## src/rtl/add4_seq_ctrl.sv

```systemverilog
`default_nettype none
// ============================================================================
//  Module   : add4_seq_ctrl
//  Purpose  : Wide adder sequencer. It computes A + B + Cin over 4*NIBBLES bits
//             by time-multiplexing one external 4-bit adder slice, one nibble
//             per cycle, least-significant nibble first. The slice carry-out
//             of each nibble is the carry-in of the next nibble.
//  Ports    : clk, rst           clock, synchronous active-high reset
//             start_valid/ready  operand handshake (A_in, B_in, Cin_in)
//             add_a/b/cin        drive the external add4 slice
//             add_sum/cout       combinational result of the add4 slice
//             Sum, Cout          registered result
//             done_valid/ready   result handshake
//             busy               high while an operation is in progress
//  Revision : 1.0  initial release
// ============================================================================
module add4_seq_ctrl #(
  parameter int NIBBLES = 4
) (
  input  logic                   clk,
  input  logic                   rst,
  input  logic                   start_valid,
  output logic                   start_ready,
  input  logic [4*NIBBLES-1:0]   A_in,
  input  logic [4*NIBBLES-1:0]   B_in,
  input  logic                   Cin_in,
  output logic [3:0]             add_a,
  output logic [3:0]             add_b,
  output logic                   add_cin,
  input  logic [3:0]             add_sum,
  input  logic                   add_cout,
  output logic [4*NIBBLES-1:0]   Sum,
  output logic                   Cout,
  output logic                   done_valid,
  input  logic                   done_ready,
  output logic                   busy
);

  localparam int c_w     = 4 * NIBBLES;
  // Nibble index needs at least one bit even for a single-nibble adder.
  localparam int c_idx_w = (NIBBLES > 1) ? $clog2(NIBBLES) : 1;

  localparam logic [c_idx_w-1:0] c_last_idx = c_idx_w'(NIBBLES - 1);

  localparam logic [1:0] c_st_idle = 2'd0;
  localparam logic [1:0] c_st_run  = 2'd1;
  localparam logic [1:0] c_st_done = 2'd2;

  logic [1:0]         r_state;
  logic [c_idx_w-1:0] r_idx;
  logic [c_w-1:0]     r_a;
  logic [c_w-1:0]     r_b;
  logic               r_carry;
  logic [c_w-1:0]     r_sum;
  logic               r_cout;

  // Bit offset of the current nibble (idx * 4).
  logic [c_idx_w+1:0] w_base;
  logic               w_last;

  assign w_base = {r_idx, 2'b00};
  assign w_last = (r_idx == c_last_idx);

  // --------------------------------------------------------------------------
  // Sequencer. Operands and carry-in are captured on acceptance so that the
  // input ports may change freely while the operation runs.
  // --------------------------------------------------------------------------
  always_ff @(posedge clk) begin
    if (rst) begin
      r_state <= c_st_idle;
      r_idx   <= '0;
      r_a     <= '0;
      r_b     <= '0;
      r_carry <= 1'b0;
      r_sum   <= '0;
      r_cout  <= 1'b0;
    end else begin
      case (r_state)
        c_st_idle: begin
          if (start_valid) begin
            r_a     <= A_in;
            r_b     <= B_in;
            r_carry <= Cin_in;
            r_sum   <= '0;
            r_idx   <= '0;
            r_state <= c_st_run;
          end
        end
        c_st_run: begin
          r_sum[w_base +: 4] <= add_sum;
          r_carry            <= add_cout;
          if (w_last) begin
            // Carry out of the top nibble is the operation's carry-out.
            r_cout  <= add_cout;
            r_idx   <= '0;
            r_state <= c_st_done;
          end else begin
            r_idx <= r_idx + c_idx_w'(1);
          end
        end
        c_st_done: begin
          // Returning through IDLE means a new operand is accepted no earlier
          // than one cycle after the result handshake.
          if (done_ready) begin
            r_state <= c_st_idle;
          end
        end
        default: begin
          r_state <= c_st_idle;
        end
      endcase
    end
  end

  // --------------------------------------------------------------------------
  // Slice drive: only the current nibble while running, zeros otherwise.
  // --------------------------------------------------------------------------
  always_comb begin
    add_a   = 4'h0;
    add_b   = 4'h0;
    add_cin = 1'b0;
    if (r_state == c_st_run) begin
      add_a   = r_a[w_base +: 4];
      add_b   = r_b[w_base +: 4];
      add_cin = r_carry;
    end
  end

  // start_ready is masked by rst so nothing looks acceptable during reset.
  assign start_ready = (r_state == c_st_idle) && !rst;
  assign done_valid  = (r_state == c_st_done);
  assign busy        = (r_state != c_st_idle);
  assign Sum         = r_sum;
  assign Cout        = r_cout;

endmodule
`default_nettype wire

```

## config.mk

```make
export PLATFORM = sky130hd
export DESIGN_NAME = add4_seq_ctrl
export DESIGN_NICKNAME = d
export VERILOG_FILES = /design/src/rtl/add4_seq_ctrl.sv
export SDC_FILE = /design/constraint.sdc
export NUM_CORES = 1
export LEC_CHECK = 0
export ABC_AREA = 1
export ABC_CLOCK_PERIOD_IN_PS = 3600
export BUFFER_PORTS_ARGS = -buffer_cell sky130_fd_sc_hd__buf_2
export CAP_MARGIN = 40
export CORE_MARGIN = 8
export CORE_UTILIZATION = 55
export CTS_CLUSTER_DIAMETER = 200
export DETAILED_ROUTE_END_ITERATION = 12
export MAX_ROUTING_LAYER = met4
export PLACE_DENSITY = 0.84
export SYNTH_ARGS = -nofsm -noshare
export SYNTH_HDL_FRONTEND = slang
export SYNTH_SLANG_ARGS = --single-unit
```

## constraint.sdc

```tcl
create_clock -name clk -period 3.6 [get_ports clk]
set_clock_uncertainty 0.15 [all_clocks]
set_input_delay 0.36 -clock clk [delete_from_list [all_inputs] [get_ports clk]]
set_output_delay 0.36 -clock clk [all_outputs]
set_load 0.01 [all_outputs]
```

Word-level counts from Yosys, hierarchy flattened
Index checks and enable logic that the tools add are counted.
- bits in registers: 54
- input bits: 42
- output and inout bits: 29
- logic and storage cells: 43
- add/sub/neg operators: 2
- equality and inequality tests: 6
- shifts and indexed selects: 4
- multiplexer cells: 15
- reduce and logical (&&, ||, !) cells: 9
- operator list (operator ; number):
    case mux 16 bit (2 select lines) ; 1
    indexed part select 16 x 5 -> 4 bit ; 2
    bitwise mux 16 bit ; 1
    2-to-1 mux 16 bit ; 1
    variable shift 4 x 6 -> 16 bit, first input constant ; 1
    indexed part select 4 x 6 -> 16 bit ; 1
    2-to-1 mux 2 bit ; 5
    2-to-1 mux 4 bit ; 2
    negator 4 -> 6 bit ; 1
    case mux 2 bit (3 select lines) ; 1
    AND reduction 2 bit ; 3
    == test 2 bit, second input constant ; 2
    inequality test 2 bit, second input constant ; 2
    case mux 2 bit (2 select lines) ; 1
    nonzero test 2 bit ; 2
    AND reduction 3 bit ; 1
    adder 2 x 1 -> 2 bit, second input constant ; 1
    == test 2 x 1 -> 1 bit, second input constant ; 1
    logical NOT 2 bit ; 1
    2-to-1 mux 1 bit ; 2
    inequality test 2 x 1 -> 1 bit, second input constant ; 1
    case mux 1 bit (2 select lines) ; 1
    logical AND 1 bit ; 1
    logical NOT 1 bit ; 1

Longest topological paths before layout
Gate-level depths: netlist (run 1).
- word-level depth: 4
- depth in mapped cells: 8
- gate-level depth less buffers: 7

Worst setup path before layout (run 1)
No wires, ideal clock.
- path kind: flip-flop to flip-flop
- start: register r_idx[1]
- end: register r_sum[4] (netlist: Sum[4])
- setup time: 0.071 ns
- arrival: 1.521 ns
- data required time: 3.379 ns
- path slack: 1.859 ns
- cell stages (with the launch flop): 8
- path buffers: 1
- period minus slack after synthesis: 1.741 ns
- cells stage by stage: dfxtp_1 -> buf_4 -> clkinv_1 -> ha_1 -> inv_1 -> nor2_2 -> nand2_1 -> a21oi_1
- cells in the longest elaborated chain, start to end: 4
- elaborated cells on any way between the ends: 5
- classes of those cells: 1 x add/sub; 2 x shift; 2 x mux
- ends and longest elaborated chain (element ; RTL line ; RTL):
    start, declared ; 50 ; logic [c_idx_w-1:0] r_idx;
    start signal, assigned ; 98 ; r_idx <= r_idx + c_idx_w'(1);
    negator 4 -> 6 bit * ; 90 ; r_sum[w_base +: 4] <= add_sum;
    indexed part select 4 x 6 -> 16 bit or variable shift 4 x 6 -> 16 bit (tied branches) ; 90 ;
    bitwise mux 16 bit * ; 90 ;
    case mux 16 bit (2 select lines) * ; 78 ; case (r_state)
    end signal, assigned by index ; 90 ;
    end, declared ; 54 ; logic [c_w-1:0] r_sum;
Mark *: on every way between the ends. The rest lies on a longest branch, timed or not.
A chain may end at the register's enable or synchronous reset.

Final worst setup path (run 1)
- start: register r_idx[1]
- end: output port add_a[2]
- cells in the longest elaborated chain, start to end: 2
- ends and longest elaborated chain (element ; RTL line ; RTL):
    indexed part select 16 x 5 -> 4 bit ; 123 ; add_a = r_a[w_base +: 4];
    2-to-1 mux 4 bit ; 122 ; if (r_state == c_st_run) begin
    end, declared ; 27 ; output logic [3:0] add_a,
No other way between the ends.

==> impl_metrics.py, run 1 <==
metrics = {
    "floorplanning": {
        "die_h_um": 83.10,
        "start_util_pct": 56.87,
        "row_count": 24,
        "dieWidth_um": 83.10,
        "dieArea_mm2": 0.006905,
        "ios": 71,
        "core_area_mm2": 0.004354,
    },
    "timing": {
        "period_share_pct": 69.91,
        "tns_ns": 0,
        "worst_pin_slew_ns": 0.7306,
        "setup_viol": 0,
        "relSlewSlack_pct": 51.24,
        "fmax_mhz": 397.3,
        "rsz0062_at_grt": "false",
        "hold_viol_final": 0,
        "drv_slew": 0,
        "layout_min_cycle_time_ns": 2.517,
    },
    "placed_design": {
        "io_buffers": 70,
        "placed_area_mm2": 0.002773,
        "place_inst": 460,
        "post-dp-hpwl_mm": 4.500,
        "place.gp.congestion": 0.8769,
    },
    "detailed_routing": {
        "drc": 0,
        "wl_mm": 6.229,
        "wl_per_cell_um": 13.31,
        "via_per_inst": 5.252,
        "firstDrtPassIters": 4,
        "drt_iter0_markers": 200,
        "ant_nets": 0,
        "vias": 2458,
    },
    "clock_tree": {
        "cts_made_buffers": 5,
        "clock-root-buffer": "clkbuf_8",
        "cts_resized": 0,
        "clk_pin_slew_worst_paths_ns": 0.09,
        "cts_hold_buf": 0,
        "htree_num_levels": 2,
        "clk_latency_ns": 0.31,
        "postCtsSetupRepairBufs": 0,
        "clkSinkCount": 54,
        "tritoncts": "done",
        "cts_buffer_depth": 2,
    },
    "cells_and_area": {
        "instances_no_fill": 468,
        "layout.cells.most_common": "nor2_1",
        "drive_above_1_share_pct": 20.43,
        "fillers": 404,
        "nNetsFinal": 463,
        "area_growth_pct": 15.66,
        "antenna_cells": 0,
        "final_cell_area_mm2": 0.002864,
        "final_cell_mix": "nor2_1, buf_2, dfxtp_1",
    },
    "global_route": {
        "grt_max_degree": 59,
        "overflow": 0,
        "first_global_vias": 2315,
        "grt_pass1_wl_mm": 10.59,
        "grt_usage_pct": 18.34,
        "antenna_found_initial": 0,
    },
    "power": {
        "powerDensity_mw_per_mm2": 417.3,
        "peakVddDrop_v": 0.0002553,
        "leakagePower_nw": 1.329,
        "power_mw": 1.195,
    },
    "worst_hold_path": {
        "hold_class": "in -> reg",
    },
    "critical_path": {
        "required_ns": 3.09,
        "worstSetupEndpointType": "output port",
        "worstPathArrival_ns": 2.01,
        "worst_setup_path_start_kind": "flip-flop",
        "crit_type": "reg -> out",
        "critPathMaxFanout": 13,
    },
    "synth": {
        "synth_top_area_share_pct": 43.66,
        "syn_inst": 356,
        "avgSynthCellArea_um2": 6.955,
        "ys_seq_area_share_pct": 43.66,
        "ys_ff_latch": 54,
        "yosys.area.top_type": "dfxtp_1",
        "ys_types": 18,
        "ys_warn_count": 0,
        "synth_area_leaders": "dfxtp_1, nor2_1, a21oi_1, nand2_1, o21ai_0",
        "syn_area_mm2": 0.002476,
        "syn-num-nets": 404,
    },
    "status": {
        "status": "completed",
    },
    "job": {
        "maxCapViolCount": 0,
    },
}
## Yosys cell counts
library cell and instances:
a21oi_1 37, buf_2 5, buf_4 3, buf_6 5, clkbuf_1 6, clkinv_1 1, dfxtp_1 54, ha_1 6
inv_1 22, inv_2 2, nand2_1 48, nand2_4 1, nand3_1 27, nor2_1 94, nor2_2 3, nor2_4 1
o21ai_0 30, o21ai_1 11
## path summary, 6_finish.rpt
kind	start	endpoint	slack, ns	cells after the start
setup / recovery	r_idx[1]	add_a[2]	1.08	5
hold / removal	B_in[12]	r_b[12]	0.12	3
setup reg to reg	r_idx[1]	Sum[11]	1.28	6
hold reg to reg	r_a[6]	r_a[6]	0.31	2
## stage by stage
stage / utilization [%] / hold WS (ns) / setup slack, ns
global route: 65.78 / 0.1448 / 0.9361
CTS: 65.78 / 0.1250 / 1.152
finish: 65.78 / 0.1248 / 1.083
global placement: 63.68 / 0.2971 / 1.473
detailed placement: 63.68 / 0.2984 / 1.365
floorplan: - / 0.2786 / 1.859
## report_power, final
group	switching (mW)	internal [mW]	leakage, nW
Combinational	0.121	0.0700	0.837
Sequential	0.0232	0.633	0.444
Clock	0.192	0.156	0.0482
Total	0.336	0.859	1.33
## cell type report
type	count	area (µm²)	share of cell area (%)
well taps	52	65.06	2.272
clock inverters	1	5.005	0.1747
repair buffers	71	357.8	12.49
clock buffers	7	86.33	3.014
flip-flops and latches	54	1081	37.75
inverters	25	93.84	3.277
multi-input cells	258	1175	41.02
## state kept, by name, summed over array words and instances, names as in the netlist
register / flops
r_carry: 1
r_idx: 2
Cout: 1
r_state: 2
r_b: 16
Sum: 16
r_a: 16
## critical path: stages (launching register included)
cell and delay [ns]:
dfxtp_1 0.61, clkinv_1 0.43, nor2_1 0.21, o21ai_0 0.10
a21oi_1 0.17, buf_2 0.16
## cells by family (layout without fill, tap and decap cells)
group | Yosys count | in the layout | synth area share, %
compound gates | 78 | 78 | 15.77
buf+inv | 44 | 104 | 8.893
simple gates | 174 | 174 | 28.65
flops | 54 | 54 | 43.66
fa+ha+maj | 6 | 6 | 3.032
## layer usage
metal | vias up | global-route usage (%) | wire length [µm]
met5 | - | - | 0
met2 | 64 | 29.56 | 3063
met1 | 1131 | 21.87 | 2785
met3 | 8 | 4.785 | 314
met4 | 0 | 5.431 | 65
li1 | 1255 | - | -
Power figures use the tool's default switching activity.
==> run 2: changes to the inputs <==
--- a/config.mk
+++ b/config.mk
@@ -6,15 +6,15 @@
 export NUM_CORES = 1
 export LEC_CHECK = 0
 export ABC_AREA = 1
-export ABC_CLOCK_PERIOD_IN_PS = 3600
+export ABC_CLOCK_PERIOD_IN_PS = 2300
 export BUFFER_PORTS_ARGS = -buffer_cell sky130_fd_sc_hd__buf_2
 export CAP_MARGIN = 40
 export CORE_MARGIN = 8
-export CORE_UTILIZATION = 55
+export CORE_UTILIZATION = 46
 export CTS_CLUSTER_DIAMETER = 200
 export DETAILED_ROUTE_END_ITERATION = 12
 export MAX_ROUTING_LAYER = met4
-export PLACE_DENSITY = 0.84
+export PLACE_DENSITY = 0.75
 export SYNTH_ARGS = -nofsm -noshare
 export SYNTH_HDL_FRONTEND = slang
 export SYNTH_SLANG_ARGS = --single-unit
==> constraint.sdc (replaced) <==
create_clock -name clk -period 2.3 [get_ports clk]
set_clock_uncertainty 0.15 [all_clocks]
set_input_delay 0.23 -clock clk [delete_from_list [all_inputs] [get_ports clk]]
set_output_delay 0.23 -clock clk [all_outputs]
set_load 0.01 [all_outputs]
==> run 2 against run 1 <==
Global-route usage is 0.67 points lower; utilization is 9.3 points lower; sequential power up 55%; combinational power grew 63%; sequential share of layout area down 0.52 points; clock-buffer cell count decreased by 2; register-to-register slack got worse by 0.85 ns; power up 54%; flip-flop and latch count unchanged; first-iteration DRC count is 6.5% lower; die area rose by 16%; critical path type unchanged.
==> impl_metrics.py, run 2 (same netlist as run 1, synthesis figures left out) <==
metrics = {
    "global_route": {
        "grt_pass1_wl_mm": 10.92,
        "first_global_vias": 2400,
        "grt_max_degree": 36,
        "grt_usage_pct": 17.67,
        "overflow": 0,
        "antenna_found_initial": 0,
    },
    "worst_hold_path": {
        "hold_class": "in -> reg",
    },
    "timing": {
        "setup_ws_ns": 0.3218,
        "drv_slew": 0,
        "layout_min_cycle_time_ns": 1.978,
        "fmax_mhz": 505.5,
        "worst_pin_slew_ns": 0.7263,
        "period_share_pct": 86.01,
        "setup_viol": 0,
        "tns_ns": 0,
        "relSlewSlack_pct": 51.53,
        "hold_viol_final": 0,
        "rsz0062_at_grt": "false",
    },
    "critical_path": {
        "worstPathArrival_ns": 1.60,
        "critPathMaxFanout": 9,
        "critPathMaxStageDelay_ns": 0.55,
        "path_cells": "nand2_1 > a21oi_1 > buf_2",
        "slowest_stage": "dfxtp_1",
        "crit_type": "reg -> out",
        "path_buf_inv": 1,
        "worst_setup_path_start_kind": "flip-flop",
        "required_ns": 1.92,
        "worstSetupEndpointType": "output port",
        "path_delay_family": "flip-flops",
    },
    "power": {
        "peakVddDrop_v": 0.0002665,
        "leakagePower_nw": 1.343,
        "powerDensity_mw_per_mm2": 633.9,
    },
    "clock_tree": {
        "cts_hold_buf": 0,
        "clkSinkCount": 54,
        "tritoncts": "done",
        "cts_buffer_depth": 2,
        "postCtsSetupRepairBufs": 0,
        "cts_made_buffers": 5,
        "clock-root-buffer": "clkbuf_8",
        "cts_resized": 0,
        "clk_latency_ns": 0.30,
        "clk_pin_slew_worst_paths_ns": 0.10,
        "htree_num_levels": 2,
    },
    "detailed_routing": {
        "firstDrtPassIters": 4,
        "via_per_inst": 4.992,
        "wl_per_cell_um": 13.10,
        "drt_iter0_markers": 187,
        "wl_mm": 6.408,
        "drc": 0,
        "ant_nets": 0,
        "vias": 2441,
    },
    "floorplanning": {
        "core_area_mm2": 0.005140,
        "die_h_um": 89.37,
        "row_count": 26,
        "dieArea_mm2": 0.007987,
        "start_util_pct": 48.17,
        "ios": 71,
        "dieWidth_um": 89.37,
    },
    "placed_design": {
        "io_buffers": 70,
        "pre_cts_slack_ns": 0.4656,
        "place.gp.congestion": 0.9052,
        "place_inst": 482,
        "post-dp-hpwl_mm": 4.641,
    },
    "cells_and_area": {
        "nNetsFinal": 467,
        "layout.cells.most_common": "nor2_1",
        "final_cell_mix": "nor2_1, buf_2, dfxtp_1",
        "instances_no_fill": 489,
        "area_growth_pct": 17.28,
        "antenna_cells": 0,
        "drive_above_1_share_pct": 21.24,
    },
    "status": {
        "status": "completed",
    },
    "job": {
        "maxCapViolCount": 0,
    },
}
==> run 2: cell types whose count changed in the layout (fill, tap and decap cells not counted) <==
| cell | before | now |
|---|---|---|
| buf_4 | 1 | 5 |
| clkbuf_1 | 1 | 0 |
| clkbuf_8 | 6 | 5 |
| clkinv_2 | 1 | 2 |
==> run 2: area by class of cell <==
class | instances | area, µm²
tap | 70 | 87.58
inverter | 25 | 93.84
multi-input combinational | 258 | 1175
clock buffer | 5 | 68.82
fill | 556 | 2236
clock inverter | 2 | 10.01
sequential | 54 | 1081
timing repair buffer | 75 | 387.9
==> run 2: final timing paths <==
kind               to        from  slack, ns  cells past startpoint
max          add_a[3]  r_state[0]       0.32                      3
min            r_a[1]     A_in[1]       0.01                      3
max reg2reg    Sum[5]    r_idx[1]       0.43                      6
min reg2reg    r_b[5]      r_b[5]       0.31                      2
==> run 2: tightest hold or removal path, cell delays in order <==
cell	delay (ns)
buf_2	0.08
o21ai_1	0.06
nor2_1	0.07
==> run 2: metrics by stage <==
| step | hold WS [ns] | area (µm²) | utilization (%) | power (mW) |
|---|---|---|---|---|
| final | 0.01038 | 2904 | 56.50 | 1.841 |
| after floorplan | 0.1491 | 2476 | - | 1.265 |
| after detailed placement | 0.2988 | 2825 | 54.97 | 1.354 |
| after global placement | 0.2932 | 2825 | 54.97 | 1.347 |
| after global routing | 0.006432 | 2904 | 56.50 | 1.942 |
| after CTS | 0.007799 | 2904 | 56.50 | 1.848 |
==> run 2: report_power, final <==
part | total [mW] | internal, mW | switching [mW]
Sequential | 1.02 | 0.991 | 0.0291
Clock | 0.508 | 0.205 | 0.303
Combinational | 0.312 | 0.115 | 0.197
==> run 2: metal layers <==
| layer | track usage (%) | up-vias | part of all wire (%) |
|---|---|---|---|
| met2 | 29.23 | 58 | 48 |
| li1 | - | 1263 | - |
| met5 | - | - | 0 |
| met1 | 21.10 | 1116 | 45 |
| met4 | 4.834 | 0 | 0.62 |
| met3 | 3.860 | 4 | 6.1 |
